## config.mk

```make
export PLATFORM = sky130hd
export DESIGN_NAME = instr_fetch_sequencer_flat
export DESIGN_NICKNAME = d
export VERILOG_FILES = /design/src/rtl/fetch_pkg.sv /design/src/rtl/instr_fetch_sequencer_if.sv /design/src/rtl/fetch_queue.sv /design/src/rtl/instr_fetch_sequencer.sv /design/src/flat_wrapper.sv
export SDC_FILE = /design/constraint.sdc
export NUM_CORES = 1
export LEC_CHECK = 0
export BUFFER_PORTS_ARGS = -buffer_cell sky130_fd_sc_hd__clkbuf_2
export CORE_AREA = 2 2 128 130
export CTS_CLUSTER_DIAMETER = 100
export DETAILED_ROUTE_END_ITERATION = 10
export DIE_AREA = 0 0 130 132
export HOLD_SLACK_MARGIN = 0.12
export MAX_ROUTING_LAYER = met4
export PLACE_DENSITY = 0.79
export SLEW_MARGIN = 20
export SYNTH_ARGS = -nofsm -noshare
export SYNTH_HDL_FRONTEND = slang
export SYNTH_SLANG_ARGS = --single-unit
```

## constraint.sdc

```tcl
create_clock -name clk -period 4.3 [get_ports clk]
set_input_delay 0.43 -clock clk [delete_from_list [all_inputs] [get_ports clk]]
set_output_delay 0.43 -clock clk [all_outputs]
set_load 0.005 [all_outputs]
```

## src/rtl/fetch_pkg.sv

```systemverilog
// Shared types and constants for the instruction fetch sequencer.
// Holds the fetch queue entry layout, the MIPS BREAK encoding and the sequencer states.
package fetch_pkg;

    typedef struct packed {
        logic [31:0] pc;
        logic [31:0] instr;
    } entry_t;

    typedef enum logic {
        RUN  = 1'b0,
        HALT = 1'b1
    } fetch_state_t;

    localparam logic [5:0] OPCODE_SPECIAL = 6'h00;
    localparam logic [5:0] FUNCT_BREAK    = 6'h0D;

    // BREAK is identified by opcode and funct only; the code field in between is ignored.
    localparam logic [31:0] BREAK_MASK  = 32'hFC00_003F;
    localparam logic [31:0] BREAK_MATCH = {OPCODE_SPECIAL, 20'h0_0000, FUNCT_BREAK};

    function automatic logic is_break(input logic [31:0] instr);
        return (instr & BREAK_MASK) == BREAK_MATCH;
    endfunction

endpackage

```

## src/rtl/instr_fetch_sequencer_if.sv

```systemverilog
// Bundle of the fetch sequencer's control, instruction memory and decode handshake signals.
// The master modport is the sequencer side; slave is the memory/decode environment side.
interface instr_fetch_sequencer_if;

    logic        stall;
    logic        redirect;
    logic [31:0] redirect_pc;
    logic [31:0] im_address;
    logic [31:0] im_instruction;
    logic        fetch_valid;
    logic        fetch_ready;
    logic [31:0] fetch_instr;
    logic [31:0] fetch_pc;
    logic [31:0] fetch_pc_plus4;
    logic        out_of_range;
    logic        halted;

    modport master (
        input  stall,
        input  redirect,
        input  redirect_pc,
        input  im_instruction,
        input  fetch_ready,
        output im_address,
        output fetch_valid,
        output fetch_instr,
        output fetch_pc,
        output fetch_pc_plus4,
        output out_of_range,
        output halted
    );

    modport slave (
        output stall,
        output redirect,
        output redirect_pc,
        output im_instruction,
        output fetch_ready,
        input  im_address,
        input  fetch_valid,
        input  fetch_instr,
        input  fetch_pc,
        input  fetch_pc_plus4,
        input  out_of_range,
        input  halted
    );

endinterface

```

## src/rtl/fetch_queue.sv

```systemverilog
// Small synchronous FIFO holding fetched {pc, instr} entries between fetch and decode.
// DEPTH must be a power of two so the pointers wrap naturally.
module fetch_queue
    import fetch_pkg::*;
#(
    parameter int unsigned DEPTH = 2,
    localparam int unsigned PTR_W = $clog2(DEPTH),
    localparam int unsigned CNT_W = PTR_W + 1
) (
    input  logic             clk,
    input  logic             reset,
    input  logic             push,
    input  entry_t           push_data,
    input  logic             pop,
    input  logic             flush,
    output logic [CNT_W-1:0] count,
    output entry_t           head
);

    entry_t             slots [DEPTH];
    logic [PTR_W-1:0]   wr_ptr;
    logic [PTR_W-1:0]   rd_ptr;
    logic               do_push;
    logic               do_pop;

    // A push into a full queue is only legal when the head leaves the same cycle.
    assign do_pop  = pop && !flush && (count != '0);
    assign do_push = push && !flush && ((count != CNT_W'(DEPTH)) || do_pop);
    assign head    = slots[rd_ptr];

    always_ff @(posedge clk) begin
        if (do_push) begin
            slots[wr_ptr] <= push_data;
        end
    end

    always_ff @(posedge clk) begin
        if (reset || flush) begin
            wr_ptr <= '0;
            rd_ptr <= '0;
            count  <= '0;
        end else begin
            if (do_push) begin
                wr_ptr <= wr_ptr + PTR_W'(1);
            end
            if (do_pop) begin
                rd_ptr <= rd_ptr + PTR_W'(1);
            end
            case ({do_push, do_pop})
                2'b10:   count <= count + CNT_W'(1);
                2'b01:   count <= count - CNT_W'(1);
                default: count <= count;
            endcase
        end
    end

endmodule

```

## src/rtl/instr_fetch_sequencer.sv

```systemverilog
// Fetch-side controller: owns the PC, fills a fetch queue from combinational instruction memory,
// and handles stall, redirect/flush and out-of-range halt. FETCH_HALT_ON_BREAK_EN adds halt on BREAK.
module instr_fetch_sequencer
    import fetch_pkg::*;
#(
    parameter int unsigned IM_DEPTH    = 512,
    parameter int unsigned QUEUE_DEPTH = 2,
    parameter logic [31:0] RESET_PC    = 32'h0000_0000
) (
    input logic                     clk,
    input logic                     reset,
    instr_fetch_sequencer_if.master bus
);

    localparam int unsigned CNT_W = $clog2(QUEUE_DEPTH) + 1;

    fetch_state_t       state_q;
    fetch_state_t       state_d;
    logic [31:0]        pc_q;
    logic [31:0]        pc_d;
    logic               oor_q;
    logic               oor_d;
    logic               push;
    logic               pop;
    logic               flush;
    logic               redirect_take;
    logic               in_range;
    logic               q_empty;
    logic               q_full;
    logic [CNT_W-1:0]   q_count;
    entry_t             head;
    entry_t             push_data;

    assign q_empty       = (q_count == '0);
    assign q_full        = (q_count == CNT_W'(QUEUE_DEPTH));
    assign in_range      = (pc_q[31:2] < 30'(IM_DEPTH));
    assign redirect_take = bus.redirect && (state_q == RUN);
    assign pop           = !q_empty && bus.fetch_ready && !redirect_take;
    assign push_data     = '{pc: pc_q, instr: bus.im_instruction};

    always_ff @(posedge clk) begin
        if (reset) begin
            state_q <= RUN;
            pc_q    <= RESET_PC;
            oor_q   <= 1'b0;
        end else begin
            state_q <= state_d;
            pc_q    <= pc_d;
            oor_q   <= oor_d;
        end
    end

    // Redirect beats the range check, which beats an ordinary fetch; HALT only drains.
    always_comb begin
        state_d = state_q;
        pc_d    = pc_q;
        oor_d   = oor_q;
        push    = 1'b0;
        flush   = 1'b0;
        case (state_q)
            RUN: begin
                if (redirect_take) begin
                    pc_d  = bus.redirect_pc & 32'hFFFF_FFFC;
                    flush = 1'b1;
                end else if (!in_range) begin
                    oor_d   = 1'b1;
                    state_d = HALT;
                end else if (!bus.stall && (!q_full || pop)) begin
                    push = 1'b1;
`ifdef FETCH_HALT_ON_BREAK_EN
                    if (is_break(bus.im_instruction)) begin
                        state_d = HALT;
                    end else begin
                        pc_d = pc_q + 32'd4;
                    end
`else
                    pc_d = pc_q + 32'd4;
`endif
                end
            end
            HALT: begin
                state_d = HALT;
            end
            default: begin
                state_d = HALT;
            end
        endcase
    end

    fetch_queue #(
        .DEPTH (QUEUE_DEPTH)
    ) u_queue (
        .clk       (clk),
        .reset     (reset),
        .push      (push),
        .push_data (push_data),
        .pop       (pop),
        .flush     (flush),
        .count     (q_count),
        .head      (head)
    );

    // Head fields read as zero while the queue is empty so decode never sees stale entries.
    assign bus.im_address     = pc_q;
    assign bus.fetch_valid    = !q_empty;
    assign bus.fetch_instr    = q_empty ? 32'h0 : head.instr;
    assign bus.fetch_pc       = q_empty ? 32'h0 : head.pc;
    assign bus.fetch_pc_plus4 = bus.fetch_pc + 32'd4;
    assign bus.out_of_range   = oor_q;
    assign bus.halted         = (state_q == HALT);

endmodule
```

## src/flat_wrapper.sv

```systemverilog
// flat-port wrapper written by rule: the top's interface ports become plain ports
module instr_fetch_sequencer_flat import fetch_pkg::*;
#(
    parameter int unsigned IM_DEPTH    = 512,
    parameter int unsigned QUEUE_DEPTH = 2,
    parameter logic [31:0] RESET_PC    = 32'h0000_0000
)
  (clk, reset, bus_stall, bus_redirect, bus_redirect_pc, bus_im_instruction, bus_fetch_ready, bus_im_address, bus_fetch_valid, bus_fetch_instr, bus_fetch_pc, bus_fetch_pc_plus4, bus_out_of_range, bus_halted);
  instr_fetch_sequencer_if bus_i ();
  input logic clk;
  input logic reset;
  input wire logic [$bits(bus_i.stall)-1:0] bus_stall;
  input wire logic [$bits(bus_i.redirect)-1:0] bus_redirect;
  input wire logic [$bits(bus_i.redirect_pc)-1:0] bus_redirect_pc;
  input wire logic [$bits(bus_i.im_instruction)-1:0] bus_im_instruction;
  input wire logic [$bits(bus_i.fetch_ready)-1:0] bus_fetch_ready;
  output wire logic [$bits(bus_i.im_address)-1:0] bus_im_address;
  output wire logic [$bits(bus_i.fetch_valid)-1:0] bus_fetch_valid;
  output wire logic [$bits(bus_i.fetch_instr)-1:0] bus_fetch_instr;
  output wire logic [$bits(bus_i.fetch_pc)-1:0] bus_fetch_pc;
  output wire logic [$bits(bus_i.fetch_pc_plus4)-1:0] bus_fetch_pc_plus4;
  output wire logic [$bits(bus_i.out_of_range)-1:0] bus_out_of_range;
  output wire logic [$bits(bus_i.halted)-1:0] bus_halted;
  assign bus_i.stall = bus_stall;
  assign bus_i.redirect = bus_redirect;
  assign bus_i.redirect_pc = bus_redirect_pc;
  assign bus_i.im_instruction = bus_im_instruction;
  assign bus_i.fetch_ready = bus_fetch_ready;
  assign bus_im_address = bus_i.im_address;
  assign bus_fetch_valid = bus_i.fetch_valid;
  assign bus_fetch_instr = bus_i.fetch_instr;
  assign bus_fetch_pc = bus_i.fetch_pc;
  assign bus_fetch_pc_plus4 = bus_i.fetch_pc_plus4;
  assign bus_out_of_range = bus_i.out_of_range;
  assign bus_halted = bus_i.halted;
  instr_fetch_sequencer #(.IM_DEPTH(IM_DEPTH), .QUEUE_DEPTH(QUEUE_DEPTH), .RESET_PC(RESET_PC)) u_core (.clk(clk), .reset(reset), .bus(bus_i));
endmodule
```

==> results of run 1 <==
[worst max-delay path by stage]
stage	start	to	slack (ps)	cells after the start
after floorplan	u_core.bus.im_address[20]	u_core.u_queue.slots[0][0]	900	5
after global placement	flip-flop	bus_fetch_pc_plus4[20]	1210	10
after detailed placement	flip-flop	bus_fetch_pc_plus4[20]	1170	10
after CTS	flip-flop	bus_fetch_pc_plus4[20]	700	10
after global routing	flip-flop	bus_fetch_pc_plus4[14]	520	10
final	flip-flop	bus_fetch_pc_plus4[26]	760	10
[per-layer routing]
metal  share of wire  wire length, um  up-vias
li1                -                -     2408
met1            0.46             6970     2313
met2            0.47             7200      150
met3           0.059              896       20
met4           0.016              238        0
met5               0                0        -
[worst max-delay path: stages, from the launching register on]
cell       delay, ps
dfxtp_4          590
mux2_2           230
nand2_1          100
inv_1            100
ha_1             170
inv_1             90
a2111oi_4        400
nand3_2          380
nor4_2           320
xor2_1           180
clkbuf_2         130
[where the power goes]
group / leakage [uW] / total, uW / internal, uW / switching, uW
clock: 0.000293 / 1430 / 867 / 567
sequential: 0.00143 / 1750 / 1710 / 41.2
combinational: 0.00166 / 183 / 79.7 / 103
total: 0.00338 / 3370 / 2660 / 711
[state kept, by name (all words and copies together) (netlist names), named ones only]
register                 flops
u_core.u_queue.wr_ptr        1
u_core.u_queue.count         2
u_core.u_queue.slots       124
u_core.bus.im_address       30
u_core.bus.out_of_range      1
u_core.bus.halted            1
u_core.u_queue.rd_ptr        1
[logic make-up (layout without fill, tap and decap cells)]
family | Yosys count | after routing
compound gates | 43 | 43
xor+xnor | 41 | 41
fa+ha+maj | 3 | 3
buf+inv | 46 | 239
flops | 161 | 161
mux | 62 | 62
other cells | 1 | 6
simple gates | 213 | 213
[layout make-up]
type,instances,area (sq um)
clock buffer,27,539
tap,216,270
sequential,161,4470
fill,1305,6840
multi-input combinational,368,2500
clock inverter,5,36.3
inverter,10,37.5
timing repair buffer,197,1010
[cells in the final DEF (no fill, tap or decap), types with 4 or more instances in the layout]
cell,synthesis,final
clkbuf_2,0,194
nor2_1,80,78
nor3_2,4,4
nor3_1,22,22
conb_1,1,6
a211oi_1,11,11
clkbuf_16,0,19
nand3_1,14,14
buf_4,9,5
dfxtp_1,37,36
mux2i_1,61,61
nor4_2,6,6
xnor2_1,23,23
edfxtp_1,124,124
nand2_1,55,55
inv_1,10,10
xor2_1,18,18
a21oi_1,22,22
[stage by stage]
step,instances,power [uW],setup slack [ps]
2_1_floorplan,575,1880,904
3_3_place_gp,952,1960,1210
3_5_place_dp,952,1970,1170
4_1_cts,984,3410,699
5_1_grt,984,3500,516
6_report,984,3370,755
==> metrics.yaml, run 1 <==
status:
  outcome: "complete, no violations"
sta:
  setup_tns_ps: 0
  finalSetupViolations: 0
  finalHoldViolCount: 0
  finalCritPeriodShare: 0.824
  fin_crit_ps: 3540
  drv_slew: 0
  holdWs_ps: 211
  fmax_mhz: 282
  finalClockSkew_ps: 8.77
  tightest_slew_ps: 990
  rsz0062_at_grt: "no"
  relSlewSlack: 0.337
power:
  leakage_uw: 0.00338
  p_per_area_mw_per_mm2: 380
  ir_drop_v: 0.000258
grt:
  grt_use_met1: 0.243
  busiest_layer: "met2"
  grt_pass1_vias: 4639
  grt_pass1_wl_um: 23800
  antenna_found_initial: 0
  grt_overflow: 0
  grt_usage: 0.184
  globalRouteMet2Util: 0.282
  use_met3: 0.0402
  grt_start_max_net_pins: 68
clocking:
  cts_root_buf: "clkbuf_16"
  insertion_delay_ps: 410
  clockBufferDepth: 2
  cts_tree: "done"
  cts.sinks: 161
  cts-buffers-inserted: 17
  cts-resized-gates: 0
  htree_levels: 4
  path_clk_slew_ps: 60
  cts_setup_buffers: 0
  ctsHoldBuffers: 0
synth:
  syn_area_sq_mm: 0.00718
  ys_top_cells_by_count: "124 x edfxtp_1, 80 x nor2_1, 61 x mux2i_1, 55 x nand2_1, 37 x dfxtp_1"
  yosys.area_share.xor_xnor: 0.0500
  async_flop_share: 0
  ys_ff_latch: 161
  synthAdderAreaFrac: 0.00523
  seq_area_frac_synth: 0.622
  synth_top_family_by_area: "simple AND/OR/NAND/NOR gates"
  synth.most_common_cell: "edfxtp_1"
  syn_inst: 570
  ys.flop_type: "edfxtp_1"
  yosys.area.top_type: "edfxtp_1"
  yosys.area_share.simple: 0.156
  synthDominantCellAreaShare: 0.519
  synth.avg_cell_area_sq_um: 12.6
  synthTopCellsByArea: "edfxtp_1 52%, dfxtp_1 10%, mux2i_1 8.5%"
  synthMuxAreaShare: 0.0866
  synthDistinctLibCells: 45
  synth_warnings: 0
  synth_edf_count: 124
  synth_compound_area_frac: 0.0448
floorplanning:
  ioPinCount: 200
  core.rowCount: 46
  start_util: 0.457
  core-area_sq_mm: 0.0157
  die-area_sq_mm: 0.0172
  die_h_um: 132
  die_w_um: 130
placed_design:
  placed_cell_area_sq_mm: 0.00829
  place_hpwl_um: 10800
  place_congestion: 0.806
  port_buffers: 191
layout:
  fin_util: 0.564
  syn_to_final_growth_pct: 23.5
  antennaDiodeCount: 0
  drive_gt1_frac: 0.340
  nets: 827
  finalInstanceArea_sq_mm: 0.00887
routing:
  wl_per_cell_um: 15.6
  drc: 0
  wl_um: 15300
  avgViaCountPerCell: 4.97
  antenna_left: 0
  num_vias: 4891
  first_pass_iters: 4
  drt-initial-drc-count: 257
critical_path:
  critPathArrivalTime_ps: 3110
  critical_path_peak_fanout: 30
  worstSetupStartpointType: "flip-flop"
  path_class: "flip-flop to primary output"
  rrSetupSlack_ps: 1480
  cp_data_required_time_ps: 3870
  rr_worst_depth: 6
  reg2reg_from: "u_core.bus.im_address[16]"
  timing.rr.end: "u_core.u_queue.slots[0][0]"
  crit_path_end_kind: "primary output"
worst_hold_path:
  whs_path_depth: 1
  holdPathEnd: "u_core.u_queue.slots[0][9]"
  hold_path_class: "input port to flip-flop"
  min-delay-start: "bus_im_instruction[9]"
job:
  drv_cap: 0
Power figures use the tool's default switching activity.
==> inputs of run 2 (changes only) <==
- ABC_AREA: default -> 1
- CORE_AREA: 2 2 128 130 -> 2 2 133 135
- DIE_AREA: 0 0 130 132 -> 0 0 135 137
- PLACE_DENSITY: 0.79 -> 0.78
- clock period: 4.3 -> 3 ns (I/O delays scaled with it)
==> run 2 against run 1 <==
  * Utilization increased by 0.57 points
  * Final area increased by 9.7%
  * Synthesized cell count increased by 50%
  * Die area increased by 7.8%
  * Wire length increased by 28%
  * Clock-buffer cell count decreased by 10
  * Area after synthesis increased by 7.1%
  * Combinational power increased by 67%
  * First-iteration DRC count increased by 95%
  * Worst hold slack got worse by 77 ps
  * Critical path depth increased by 1
  * Largest cell class unchanged
==> metrics.yaml, run 2 <==
synth:
  syn_inst: 856  # was 570
  async_flop_share: 0  # unchanged
  synth_edf_count: 124  # unchanged
  syn_area_sq_mm: 0.00769  # was 0.00718 sq mm
  synth_top_family_by_area: "simple AND/OR/NAND/NOR gates"  # unchanged
  synth_warnings: 0  # unchanged
  ys.flop_type: "edfxtp_1"  # unchanged
  synthTopCellsByArea: "edfxtp_1 48%, nand2_1 15%, dfxtp_1 9.6%"  # was edfxtp_1 52%, dfxtp_1 10%, mux2i_1 8.5%
  synth_compound_area_frac: 0.0467  # was 0.0448
  synthAdderAreaFrac: 0.00488  # was 0.00523
  synthDistinctLibCells: 36  # was 45
  yosys.area_share.simple: 0.285  # was 0.156
  synth.most_common_cell: "nand2_1"  # was edfxtp_1
  synthDominantCellAreaShare: 0.484  # was 0.519
  synthMuxAreaShare: 0  # was 0.0866
  ys_top_cells_by_count: "314 x nand2_1, 124 x edfxtp_1, 94 x nor2_1, 54 x inv_1, 49 x a21oi_1"  # was 124 x edfxtp_1, 80 x nor2_1, 61 x mux2i_1, 55 x nand2_1, 37 x dfxtp_1
  synth.avg_cell_area_sq_um: 8.99  # was 12.6 sq um
  ys_ff_latch: 161  # unchanged
  yosys.area_share.xor_xnor: 0.0171  # was 0.0500
  yosys.area.top_type: "edfxtp_1"  # unchanged
  seq_area_frac_synth: 0.580  # was 0.622
layout:
  largest_reg_flops: 124  # unchanged
  antennaDiodeCount: 0  # unchanged
  nets: 1152  # was 827
  nFillCells: 1486  # was 1305
  layout_common_cells: "314 x nand2_1, 191 x clkbuf_2, 124 x edfxtp_1, 93 x nor2_1, 53 x inv_1"  # was 194 x clkbuf_2, 124 x edfxtp_1, 78 x nor2_1, 61 x mux2i_1, 55 x nand2_1
  final_common_cell: "nand2_1"  # was clkbuf_2
  finalInstanceArea_sq_mm: 0.00972  # was 0.00887 sq mm
  syn_to_final_growth_pct: 26.4  # was 23.5%
  top_register: "u_core.u_queue.slots"  # unchanged
  drive_gt1_frac: 0.270  # was 0.340
placed_design:
  port_buffers: 191  # unchanged
  place_congestion: 0.889  # was 0.806
  placed_cell_area_sq_mm: 0.00880  # was 0.00829 sq mm
  place_hpwl_um: 13600  # was 10800 um
floorplanning:
  core.rowCount: 48  # was 46
  die_w_um: 135  # was 130 um
  ioPinCount: 200  # unchanged
  start_util: 0.451  # was 0.457
  die_h_um: 137  # was 132 um
  die-area_sq_mm: 0.0185  # was 0.0172 sq mm
  core-area_sq_mm: 0.0171  # was 0.0157 sq mm
power:
  swShare: 0.228  # was 0.211
  ir_drop_v: 0.000387  # was 0.000258 V
  leakage_uw: 0.00439  # was 0.00338 uW
  clock_power_share: 0.418  # was 0.426
  power.switching_uw: 1110  # was 711 uW
  power_frac_seq: 0.519  # was 0.520
  p_per_area_mw_per_mm2: 498  # was 380 mW/mm^2
  p_int_uw: 3730  # was 2660 uW
  pwr-share-comb: 0.063  # was 0.054
grt:
  grt_start_max_net_pins: 57  # was 68
  grt_usage: 0.218  # was 0.184
  antenna_found_initial: 0  # unchanged
  grt_pass1_wl_um: 30100  # was 23800 um
  grt_pass1_vias: 6033  # was 4639
  grt_overflow: 0  # unchanged
routing:
  wl_per_cell_um: 14.8  # was 15.6 um
  wl_met2_um: 9370  # was 7200 um
  avgViaCountPerCell: 4.88  # was 4.97
  drc: 0  # unchanged
  routed.top_layer: "met4"  # unchanged
  drt-initial-drc-count: 500  # was 257
  first_pass_iters: 6  # was 4
  m1WireLength_um: 8550  # was 6970 um
  antenna_left: 0  # unchanged
  num_vias: 6432  # was 4891
  wl_um: 19500  # was 15300 um
  wl_met3_um: 1160  # was 896 um
sta:
  finalSetupViolations: 0  # unchanged
  fmax_mhz: 366
  tightest_slew_ps: 991  # was 990 ps
  drv_slew: 0  # unchanged
  finalClockSkew_ps: 10.3  # was 8.77 ps
  relSlewSlack: 0.338  # was 0.337
  fin_crit_ps: 2730
  rsz0062_at_grt: "no"  # unchanged
  setup_tns_ps: 0  # unchanged
  finalCritPeriodShare: 0.910
  finalHoldViolCount: 0  # unchanged
critical_path:
  worstSetupStartpointType: "flip-flop"  # unchanged
  crit_chain: "buf_4 > nand2_1 > nand2_1 > nand3_1 > nor2_4 > nand2_4 > nor2_4 > nand2_1 > nand2_1 > nand2_1 > clkbuf_2"  # was mux2_2 > nand2_1 > inv_1 > ha_1 > inv_1 > a2111oi_4 > nand3_2 > nor4_2 > xor2_1 > clkbuf_2
  worst_path_max_delay_cell: "dfxtp_2"  # was dfxtp_4
  crit_path_end_kind: "primary output"  # unchanged
  timing.rr.end: "u_core.u_queue.slots[1][7]"  # was u_core.u_queue.slots[0][0]
  slowest_delay_ps: 390  # was 590 ps
  critical_path_peak_fanout: 32  # was 30
  path_class: "flip-flop to primary output"  # unchanged
  reg2reg_from: "u_core.bus.im_address[31]"  # was u_core.bus.im_address[16]
  critPathArrivalTime_ps: 2430  # was 3110 ps
  cp_data_required_time_ps: 2700  # was 3870 ps
  rr_worst_depth: 7  # was 6
  rrSetupSlack_ps: 780  # was 1480 ps
  crit_top_cell: "nand2_1"  # was inv_1
clocking:
  insertion_delay_ps: 420  # was 410 ps
  clockBufferDepth: 2  # unchanged
  cts_tree: "done"  # unchanged
  path_clk_slew_ps: 60  # about the same
  cts-buffers-inserted: 17  # unchanged
  cts_setup_buffers: 0  # unchanged
  htree_levels: 4  # unchanged
  cts.sinks: 161  # unchanged
  cts_root_buf: "clkbuf_16"  # unchanged
status:
  outcome: "complete, no violations"  # unchanged
worst_hold_path:
  hold_path_class: "input port to flip-flop"  # unchanged
  whs_path_depth: 3  # was 1
  holdPathEnd: "u_core.bus.im_address[12]"  # was u_core.u_queue.slots[0][9]
  min-delay-start: "bus_redirect_pc[12]"  # was bus_im_instruction[9]
job:
  drv_cap: 0  # unchanged
run 2: power by group through the flow:
stage                     Sequential, uW  Combinational (uW)  Clock (uW)
after global routing                2520                 344        2140
after floorplan                     2540                 149           0
after global placement              2550                 256           0
final                               2510                 306        2020
after CTS                           2510                 306        2050
after detailed placement            2560                 266           0
run 2: routing by layer:
metal / global-route usage / up-vias
li1: - / 3204
met1: 0.280 / 2955
met2: 0.349 / 242
met3: 0.0267 / 31
met4: 0.0943 / 0
met5: - / -
run 2: worst max-delay path, delay by kind of cell, from the launching register on:
kind	cells	cell delay, ps
buffers and inverters	2	480
and+or+nand+nor	9	1150
DFF	1	390
run 2: worst max-delay path by stage:
stage / startpoint / endpoint / slack (ps) / cells after the start
after floorplan: u_core.u_queue.count[0] / u_core.u_queue.slots[0][0] / 310 / 8
after global placement: u_core.u_queue.count[0] / bus_fetch_pc_plus4[18] / 670 / 11
after detailed placement: u_core.u_queue.count[0] / bus_fetch_pc_plus4[18] / 650 / 11
after CTS: u_core.u_queue.count[0] / bus_fetch_pc_plus4[18] / 180 / 11
after global routing: u_core.u_queue.count[0] / bus_fetch_pc_plus4[18] / 60 / 11
final: flip-flop / bus_fetch_pc_plus4[31] / 270 / 11
run 2: final cells by class:
class	instances	area, sq um	share of cell area
clock inverter	15	134	0.0138
sequential	161	4470	0.459
tap	225	282	0.0290
inverter	64	248	0.0255
multi-input combinational	599	2750	0.283
clock buffer	17	425	0.0437
timing repair buffer	237	1420	0.146
run 2: per-stage QoR:
| stage | instances | setup slack, ps | hold slack [ps] | total power (uW) | utilization |
|---|---|---|---|---|---|
| after detailed placement | 1250 | 648 | 473 | 2820 | 0.516 |
| final | 1318 | 271 | 134 | 4840 | 0.570 |
| after floorplan | 861 | 310 | 369 | 2690 | - |
| after global routing | 1318 | 56.5 | 131 | 5000 | 0.570 |
| after global placement | 1250 | 672 | 448 | 2810 | 0.516 |
| after CTS | 1318 | 178 | 122 | 4870 | 0.570 |
run 2: cells by family (layout without fill, tap and decap cells):
logic type | count (synthesis) | count (layout)
AND/OR/NAND/NOR | 507 | 507
adder cells (fa/ha/maj) | 3 | 3
other | 1 | 6
AO/OA/AOI/OAI | 68 | 68
buffers and inverters | 101 | 333
flip-flops | 161 | 161
XOR/XNOR | 15 | 15
run 2: what timing repair did:
| item | in CTS | in global routing |
|---|---|---|
| hold buffers | 36 | 0 |
| endpoints found under the setup margin | 0 | 1 |
| gates resized for setup | 0 | 1 |
| endpoints found under the hold margin | 68 | 0 |
